**config.mk**
```make
export PLATFORM = sky130hd
export DESIGN_NAME = c1_capture_fifo
export DESIGN_NICKNAME = d
export VERILOG_FILES = /design/src/rtl/c1_pkg.sv /design/src/rtl/c1_cap_mem.sv /design/src/rtl/c1_capture_fifo.sv
export SDC_FILE = /design/constraint.sdc
export NUM_CORES = 1
export LEC_CHECK = 0
export BUFFER_PORTS_ARGS = -buffer_cell sky130_fd_sc_hd__buf_2
export CELL_PAD_IN_SITES_DETAIL_PLACEMENT = 1
export CELL_PAD_IN_SITES_GLOBAL_PLACEMENT = 1
export CORE_ASPECT_RATIO = 1.25
export CORE_MARGIN = 2
export CORE_UTILIZATION = 43
export CTS_BUF_LIST = sky130_fd_sc_hd__clkbuf_4
export CTS_CLUSTER_DIAMETER = 80
export DETAILED_ROUTE_END_ITERATION = 6
export PLACE_DENSITY_LB_ADDON = 0.1
export SYNTH_ARGS = -nofsm -noshare
export SYNTH_HDL_FRONTEND = slang
export SYNTH_SLANG_ARGS = --single-unit
```
**constraint.sdc**
```tcl
create_clock -name clk -period 2 [get_ports clk]
set_input_delay 0.4 -clock clk [delete_from_list [all_inputs] [get_ports clk]]
set_output_delay 0.4 -clock clk [all_outputs]
set_load 0.01 [all_outputs]
```
**src/rtl/c1_pkg.sv**
```systemverilog
// Shared constants and types for the C1 capture FIFO.
// No logic; C1_CAP_PARITY_EN selects whether a stored entry carries a parity bit.
// The entry typedef and parity width follow that macro so storage and ports agree.
package c1_pkg;

  localparam int C1_SIZE      = 5;
  localparam int C1_CAP_DEPTH = 4;

`ifdef C1_CAP_PARITY_EN
  localparam int C1_CAP_PAR_W = 1;
  typedef struct packed {
    logic               par;
    logic [C1_SIZE-1:0] dat;
  } c1_entry_t;
`else
  localparam int C1_CAP_PAR_W = 0;
  typedef struct packed {
    logic [C1_SIZE-1:0] dat;
  } c1_entry_t;
`endif

  // Occupancy counter width: must represent 0..depth inclusive.
  function automatic int c1_occ_w(input int depth);
    return $clog2(depth) + 1;
  endfunction

endpackage

```
**src/rtl/c1_cap_mem.sv**
```systemverilog
// Entry storage for the capture FIFO: one write port, one asynchronous read port.
// Latency: write lands on the rising edge, read is combinational from the address.
// No backpressure and no reset; validity is owned by the pointers and count above.
module c1_cap_mem #(
  parameter int W     = 5,
  parameter int DEPTH = 4,
  localparam int AW   = $clog2(DEPTH)
) (
  input  logic          clk,
  input  logic          we_i,
  input  logic [AW-1:0] waddr_i,
  input  logic [W-1:0]  wdata_i,
  input  logic [AW-1:0] raddr_i,
  output logic [W-1:0]  rdata_o
);

  logic [W-1:0] mem_q [DEPTH];

  // Store the incoming entry at the write pointer on an accepted push.
  always_ff @(posedge clk) begin
    if (we_i) begin
      mem_q[waddr_i] <= wdata_i;
    end
  end

  assign rdata_o = mem_q[raddr_i];

endmodule

```
**src/rtl/c1_capture_fifo.sv**
```systemverilog
// Captures the C1 mux word F into a first-word-fall-through FIFO; optional parity via C1_CAP_PARITY_EN.
// Latency: a word pushed on edge N is presented at out_data right after edge N.
// Backpressure: f_ready = not full, from registered state only; producer holds its word while low.
module c1_capture_fifo
  import c1_pkg::*;
#(
  parameter int SIZE  = C1_SIZE,
  parameter int DEPTH = C1_CAP_DEPTH
) (
  input  logic                        clk,
  input  logic                        rst_n,
  input  logic [SIZE-1:0]             f_in,
  input  logic                        f_valid,
  output logic                        f_ready,
  input  logic                        clr,
  output logic [SIZE-1:0]             out_data,
  output logic                        out_valid,
  input  logic                        out_ready,
  output logic [c1_occ_w(DEPTH)-1:0]  count
`ifdef C1_CAP_PARITY_EN
  ,
  output logic                        out_parity
`endif
);

  localparam int CNT_W = c1_occ_w(DEPTH);
  localparam int PTR_W = $clog2(DEPTH);
  localparam int ENT_W = SIZE + C1_CAP_PAR_W;

  logic [PTR_W-1:0] wr_ptr_q, wr_ptr_d;
  logic [PTR_W-1:0] rd_ptr_q, rd_ptr_d;
  logic [CNT_W-1:0] count_q, count_d;
  logic             push, pop;
  logic [ENT_W-1:0] wr_ent, rd_ent;

  // EMPTY / PARTIAL / FULL are implied by count; no separate state register.
  assign f_ready   = (count_q != CNT_W'(DEPTH));
  assign out_valid = (count_q != '0);
  assign push      = f_valid & f_ready;
  assign pop       = out_valid & out_ready;
  assign count     = count_q;

`ifdef C1_CAP_PARITY_EN
  // Parity is computed once at push so the head word carries its own check bit.
  assign wr_ent     = {^f_in, f_in};
  assign out_data   = rd_ent[SIZE-1:0];
  // Gated by out_valid so the stale-memory bit never shows while empty.
  assign out_parity = out_valid & rd_ent[SIZE];
`else
  assign wr_ent   = f_in;
  assign out_data = rd_ent;
`endif

  // Next-state for pointers and occupancy; flush wins over push and pop.
  always_comb begin
    wr_ptr_d = wr_ptr_q;
    rd_ptr_d = rd_ptr_q;
    count_d  = count_q;
    if (clr) begin
      wr_ptr_d = '0;
      rd_ptr_d = '0;
      count_d  = '0;
    end else begin
      if (push) wr_ptr_d = wr_ptr_q + 1'b1;
      if (pop)  rd_ptr_d = rd_ptr_q + 1'b1;
      case ({push, pop})
        2'b10:   count_d = count_q + 1'b1;
        2'b01:   count_d = count_q - 1'b1;
        default: count_d = count_q;
      endcase
    end
  end

  // State registers, cleared immediately by the asynchronous reset.
  always_ff @(posedge clk or negedge rst_n) begin
    if (!rst_n) begin
      wr_ptr_q <= '0;
      rd_ptr_q <= '0;
      count_q  <= '0;
    end else begin
      wr_ptr_q <= wr_ptr_d;
      rd_ptr_q <= rd_ptr_d;
      count_q  <= count_d;
    end
  end

  c1_cap_mem #(
    .W     (ENT_W),
    .DEPTH (DEPTH)
  ) u_mem (
    .clk     (clk),
    .we_i    (push & ~clr),
    .waddr_i (wr_ptr_q),
    .wdata_i (wr_ent),
    .raddr_i (rd_ptr_q),
    .rdata_o (rd_ent)
  );

endmodule

```
==> impl_results.md, run 1 <==
* Vias per inst at 5.15
* Core Area at 2890 sq um
* Clk pin slew, worst setup/hold paths at 0.13 ns
* Die Y at 65.1 um
* Maxcap violations at 0
* FILL cells at 310
* Post-synth EDFFs at 20
* Async SR Flop Fraction at 25.9%
* Nets at 136
* Final Slew Violations at 0
* Post-Synth Adder-Cell Area at 5.46%
* Syn Nets at 105
* Startpoint Class: flip-flop
* Number of global-route vias before repair at 946
* Post-synth cell types at 31
* Worst skew pair latency at 0.31 ns
* Worst endpoint required time at 2.23 ns
* IO Port Bufs at 19
* Main combinational cell family by area after synthesis: simple AND/OR/NAND/NOR gates
* Hpwl dp at 2080 um
* Sink Count at 27
* Syn Inst Count at 90
* Num CTS Buffers at 3
* Final worst slack at 0.0142 ns
* Routed len/inst at ~17 um
* Die ar. at between 3000 and 4000 sq um
* Setup Skew at 0.00215 ns
* IO Pins at 20
* Relative slew slack at 81.4%
* Critical path peak fanout at 4
* Main flop type after synthesis: edfxtp_1
* # rows at 22
* Clock period minus worst slack at 1.99 ns
* Slew @ Worst Pin at around 0.28 ns
* Synth top area share at 46.8%
* Fraction of layout instances using a drive strength above 1 at 45.0%
* 1st-iter DRT viols at 5
* Fmax at 0.504 GHz
* Final hold slack at 0.301 ns
* Worst hold path type: input port to flip-flop
* Synth cell count leaders: edfxtp_1, nor2_1, dfrtp_1, mux4_2, nand2_1
* Xor/xnor share of the synthesized area at 2.73%
* Initial Util at 44.4%
* P_leak at slightly above 0.6 nW
* Crit path DAT at 2.22 ns
* N_diodes at 0
* Final Instance Area at 1530 sq um
* Total Wirelength at 2720 um
* First-pass GRT wire length at approximately 4600 um
* Unrepaired setup endpoints after global routing: true
* Most frequent cell after synthesis: edfxtp_1
* Initial DRT Pass Iterations at 4
* Synth Area in Compound Gates at approximately 5.5%
* Pre-CTS setup slack at -0.0265 ns
* Power density cells at 812 nW/um^2
* Mapped Avg Cell Area at approximately 14 sq um
* GRT Total Usage at 18.9%
* Syn. warnings at 0
* Outcome: finished clean
* CTS tree: yes
* Die X at ~53 um
* DR vias at around 800
* Max clock buf depth at 2
* Number of synthesized register bits at 27
* Area Growth Syn to Fin at 19.4%
* Tcrit/Tclk final at 99.3%
* Initial antenna violation count at 0
* Antenna Nets Post-Route at 0
* H-tree level count at 1
* Synth area leaders: edfxtp_1, dfrtp_1, mux4_2
* RD Place Congestion at 0.761
* Seq/Total Area, Yosys at 60.4%
* Mapped Area at 1280 sq um
* Peak supply drop at around 0.37 mV
* Post-synth top area cell: edfxtp_1
* CTS root buf: clkbuf_4
* Post-synthesis mux area share at 8.77%
* Finish-stage setup viols at 0
* CP Capture Type: flip-flop
* Final Hold Fails at 0
* Largest net degree at the start of global routing at 15
* Crit path kind: flip-flop to flip-flop
* Post-Synth Simple-Gate Area at 13.5%
* Grt ovf at 0
* DRC at 0
* Post-Place Cell Area at roughly 1400 sq um
## where the power goes
part | switching, mW | internal [mW]
sequential | 0.0305 | 0.638
combinational | 0.165 | 0.175
clock | 0.146 | 0.0914
## per-layer routing
| metal | vias to the layer above | track usage, % | part of all wire (%) |
|---|---|---|---|
| met1 | 395 | 20.1 | 37 |
| met2 | 16 | 35.5 | 58 |
| li1 | 389 | - | - |
| met4 | 0 | 9.29 | 1.7 |
| met5 | - | 0 | 0 |
| met3 | 4 | 2.05 | 3.1 |
## registers in the layout, indices dropped and copies added (netlist names)
register	cells
rd_ptr_q	2
count	3
wr_ptr_q	2
u_mem.mem_q	20
## placed cells by master (no fill, tap or decap), drive strengths merged, types with 4 or more instances in the layout
| cell type | Yosys | routed |
|---|---|---|
| buf | 4 | 30 |
| edfxtp | 20 | 20 |
| nor2 | 8 | 8 |
| dfrtp | 7 | 7 |
| nand2 | 6 | 6 |
| mux4 | 5 | 5 |
| and2 | 4 | 4 |
| nand3 | 4 | 4 |
| ha | 4 | 4 |
| clkbuf | 1 | 4 |
| a21oi | 4 | 4 |
## path summary, 6_finish.rpt
kind                             startpoint                end  slack (ns)  cells past startpoint
max in group asynchronous             rst_n           count[1]        1.38                      2
min in group asynchronous             rst_n        rd_ptr_q[0]        0.44                      2
worst min-delay path                f_in[3]  u_mem.mem_q[3][3]        0.30                      1
worst max-delay path               count[0]           count[1]        0.01                      7
worst max register to register     count[0]           count[1]        0.01                      7
worst min register to register  wr_ptr_q[1]        wr_ptr_q[1]        0.60                      2
## through the flow
stage	setup TNS, ns	std cells	util (%)	power, mW
after global placement	0	146	49.7	0.955
final	0	156	53.0	1.25
after global routing	-0.0829	156	53.0	1.32
after detailed placement	-0.0265	146	49.7	0.972
after floorplan	0	90	-	0.864
after CTS	0	153	51.6	1.22
## worst max-delay path, stage by stage (launching register included)
cell and delay, ns:
dfrtp_2 0.45, or3_4 0.40, nand2_4 0.09, a21oi_2 0.04
fa_1 0.53, o311a_1 0.19, a21oi_2 0.06, nor3_1 0.14
## area by class of cell
cell class / count / area [sq um] / area share (%)
Clock buffer: 4 / 30.0 / 1.96
Inverter: 2 / 7.51 / 0.490
Multi-Input combinational cell: 56 / 483 / 31.5
Sequential cell: 27 / 779 / 50.9
Tap cell: 36 / 45.0 / 2.94
Timing Repair Buffer: 31 / 188 / 12.2
## kinds of logic (layout without fill, tap and decap cells)
kind of cell,count (synthesis),in the layout
adders and majority gates,5,5
DFF,27,27
AOI/OAI and AO/OA,11,11
buffers and inverters,7,37
and+or+nand+nor,31,31
xor gates and xnor gates,4,4
muxes,5,5
## timing repair
item                                    CTS  global route
endpoints found under the hold margin     7             0
buffers inserted                          2             3
gates resized for setup                   1             5
endpoints found under the setup margin    7             4
pin swaps                                 1             2
hold buffers                              1             0
(Power assumes the default switching activity.)
==> run 2: changes to the inputs <==
BUFFER_PORTS_ARGS = -buffer_cell sky130_fd_sc_hd__buf_4   (was -buffer_cell sky130_fd_sc_hd__buf_2)
==> impl_results.md, run 2 (synthesized netlist as in run 1, its figures left out) <==
* Worst skew pair latency at 0.31 ns
* Most flops, register: u_mem.mem_q
* Maxcap violations at 0
* First-pass GRT wire length at 4190 um
* Most common cell after layout, fill and taps aside: buf_4
* Reg2Reg Setup Slack at 0.06 ns
* Setup Skew at 0.00551 ns
* Critical path peak fanout at 5
* Power density cells at 797 nW/um^2
* P_leak at 0.622 nW
* Worst path slowest cell: dfrtp_2
* Gr busiest metal: met2
* Worst hold path type: input port to flip-flop
* Initial Util at 44.4%
* Final worst slack at -0.00790 ns
* Most frequent cells in the layout: buf_4, edfxtp_1, nor2_1, mux4_2
* Pwr Total at 1.25 mW
* 1st-iter DRT viols at 4
* Routed len/inst at 16.5 um
* Final Slew Violations at 0
* WP buf/inv at 3
* Nets at ~140
* RD Place Congestion at 0.755
* Hpwl dp at 1940 um
* Unrepaired setup endpoints after global routing: true
* Worst endpoint required time at 1.60 ns
* Vias per inst at 5.26
* Post-Place Cell Area at 1470 sq um
* Antenna Nets Post-Route at 0
* Setup crit end: f_ready
* Fraction of layout instances using a drive strength above 1 at 44.5%
* Clock period minus worst slack at approximately 2 ns
* Tcrit/Tclk final at 100%
* Relative slew slack at 79.5%
* GRT met2 Usage at 30.5%
* CP Capture Type: output pin
* Crit path DAT at 1.61 ns
* Die ar. at 3440 sq um
* Slew @ Worst Pin at 0.308 ns
* IO Pins at 20
* Grt ovf at 0
* Total Wirelength at between 2000 and 3000 um
* Core Area at a little under 3000 sq um
* H-tree level count at 1
* Top Family by Delay on Critical Path: flip-flops
* Most frequent CP cell: buf_4
* Initial DRT Pass Iterations at 4
* Number of global-route vias before repair at about 840
* Outcome: finished, violations left
* Final hold slack at 0.276 ns
* Max reg flops at 20
* Largest net degree at the start of global routing at 16
* Reg2Reg Launch Point: count[0]
* IO Port Bufs at 19
* FILL cells at 304
* Sink Count at 27
* Core Util, Final at 54.4%
* Final Instance Area at ~1600 sq um
* Failing checks: negative setup slack
* Area Growth Syn to Fin at 22.5%
* Fmax at 0.498 GHz
* Startpoint Class: flip-flop
* DRC at 0
* # rows at 22
* GRT met3 Usage at 1.59%
* Initial antenna violation count at 0
* CTS tree: yes
* N_diodes at 0
* Clk pin slew, worst setup/hold paths at 0.14 ns
* Max clock buf depth at 2
* Final Hold Fails at 0
* GRT Total Usage at ~17%
* TNS Setup at -0.00790 ns
* Die Y at 65.1 um
* Worst r2r dst: count[1]
* Worst r2r path cells at 7
* Stages on worst setup path at 4
* Finish-stage setup viols at 1
* CP peak stage delay at 0.45 ns
* Num CTS Buffers at 3
* Crit path kind: flip-flop to output pin
* Die X at 52.9 um
* CTS root buf: clkbuf_4
* Worst path cell trace: buf_4 -> buf_4 -> or3b_4 -> buf_4
* Met1 usage at 20.2%
* DR vias at 816
* Peak supply drop at 0.417 mV
* Crit path from: count[0]
## run 2: cell count changes in the layout (fill, tap and decap cells not counted), sizes merged
| cell | delta |
|---|---|
| clkbuf | -1 |
| clkinv | +1 |
| buf | -1 |
## run 2: routing by layer
metal / up-vias / routed length [um]
met4: 0 / 26
li1: 387 / -
met3: 2 / 79
met2: 16 / 1490
met1: 411 / 967
met5: - / 0
## run 2: power breakdown
part / switching (mW) / internal (mW)
clock: 0.152 / 0.0747
combinational: 0.164 / 0.195
sequential: 0.0308 / 0.638
## run 2: how the worst min path moves through the flow
stage	from	endpoint	slack, ns	cells after the start
2_1_floorplan	rst_n	count[0]	0.10	0
3_3_place_gp	rst_n	rd_ptr_q[1]	0.22	1
3_5_place_dp	rst_n	rd_ptr_q[1]	0.22	1
4_1_cts	f_in[4]	u_mem.mem_q[1][4]	0.27	1
5_1_grt	f_in[4]	u_mem.mem_q[1][4]	0.26	1
6_report	f_in[1]	u_mem.mem_q[2][1]	0.28	1
## run 2: cell type report
cell class	instances	area [sq um]	area share [%]
flip-flops and latches	27	779	49.6
well taps	36	45.0	2.86
clock buffers	3	22.5	1.43
clock inverters	1	5.00	0.318
inverters	2	7.51	0.477
multi-input cells	56	485	30.9
repair buffers	30	228	14.5
## run 2: through the flow
stage	worst slack [ns]	cells
global route	-0.0542	155
finish	-0.00790	155
floorplan	0.0336	90
detailed placement	0.0307	144
global placement	0.111	144
CTS	0.00225	150
## run 2: what timing repair did
item,in CTS,in global routing
resized for setup,1,5
endpoints found under the hold margin,7,0
hold buffers,1,0
pin swaps,0,5
setup endpoints to repair,6,7
buffers inserted,1,5
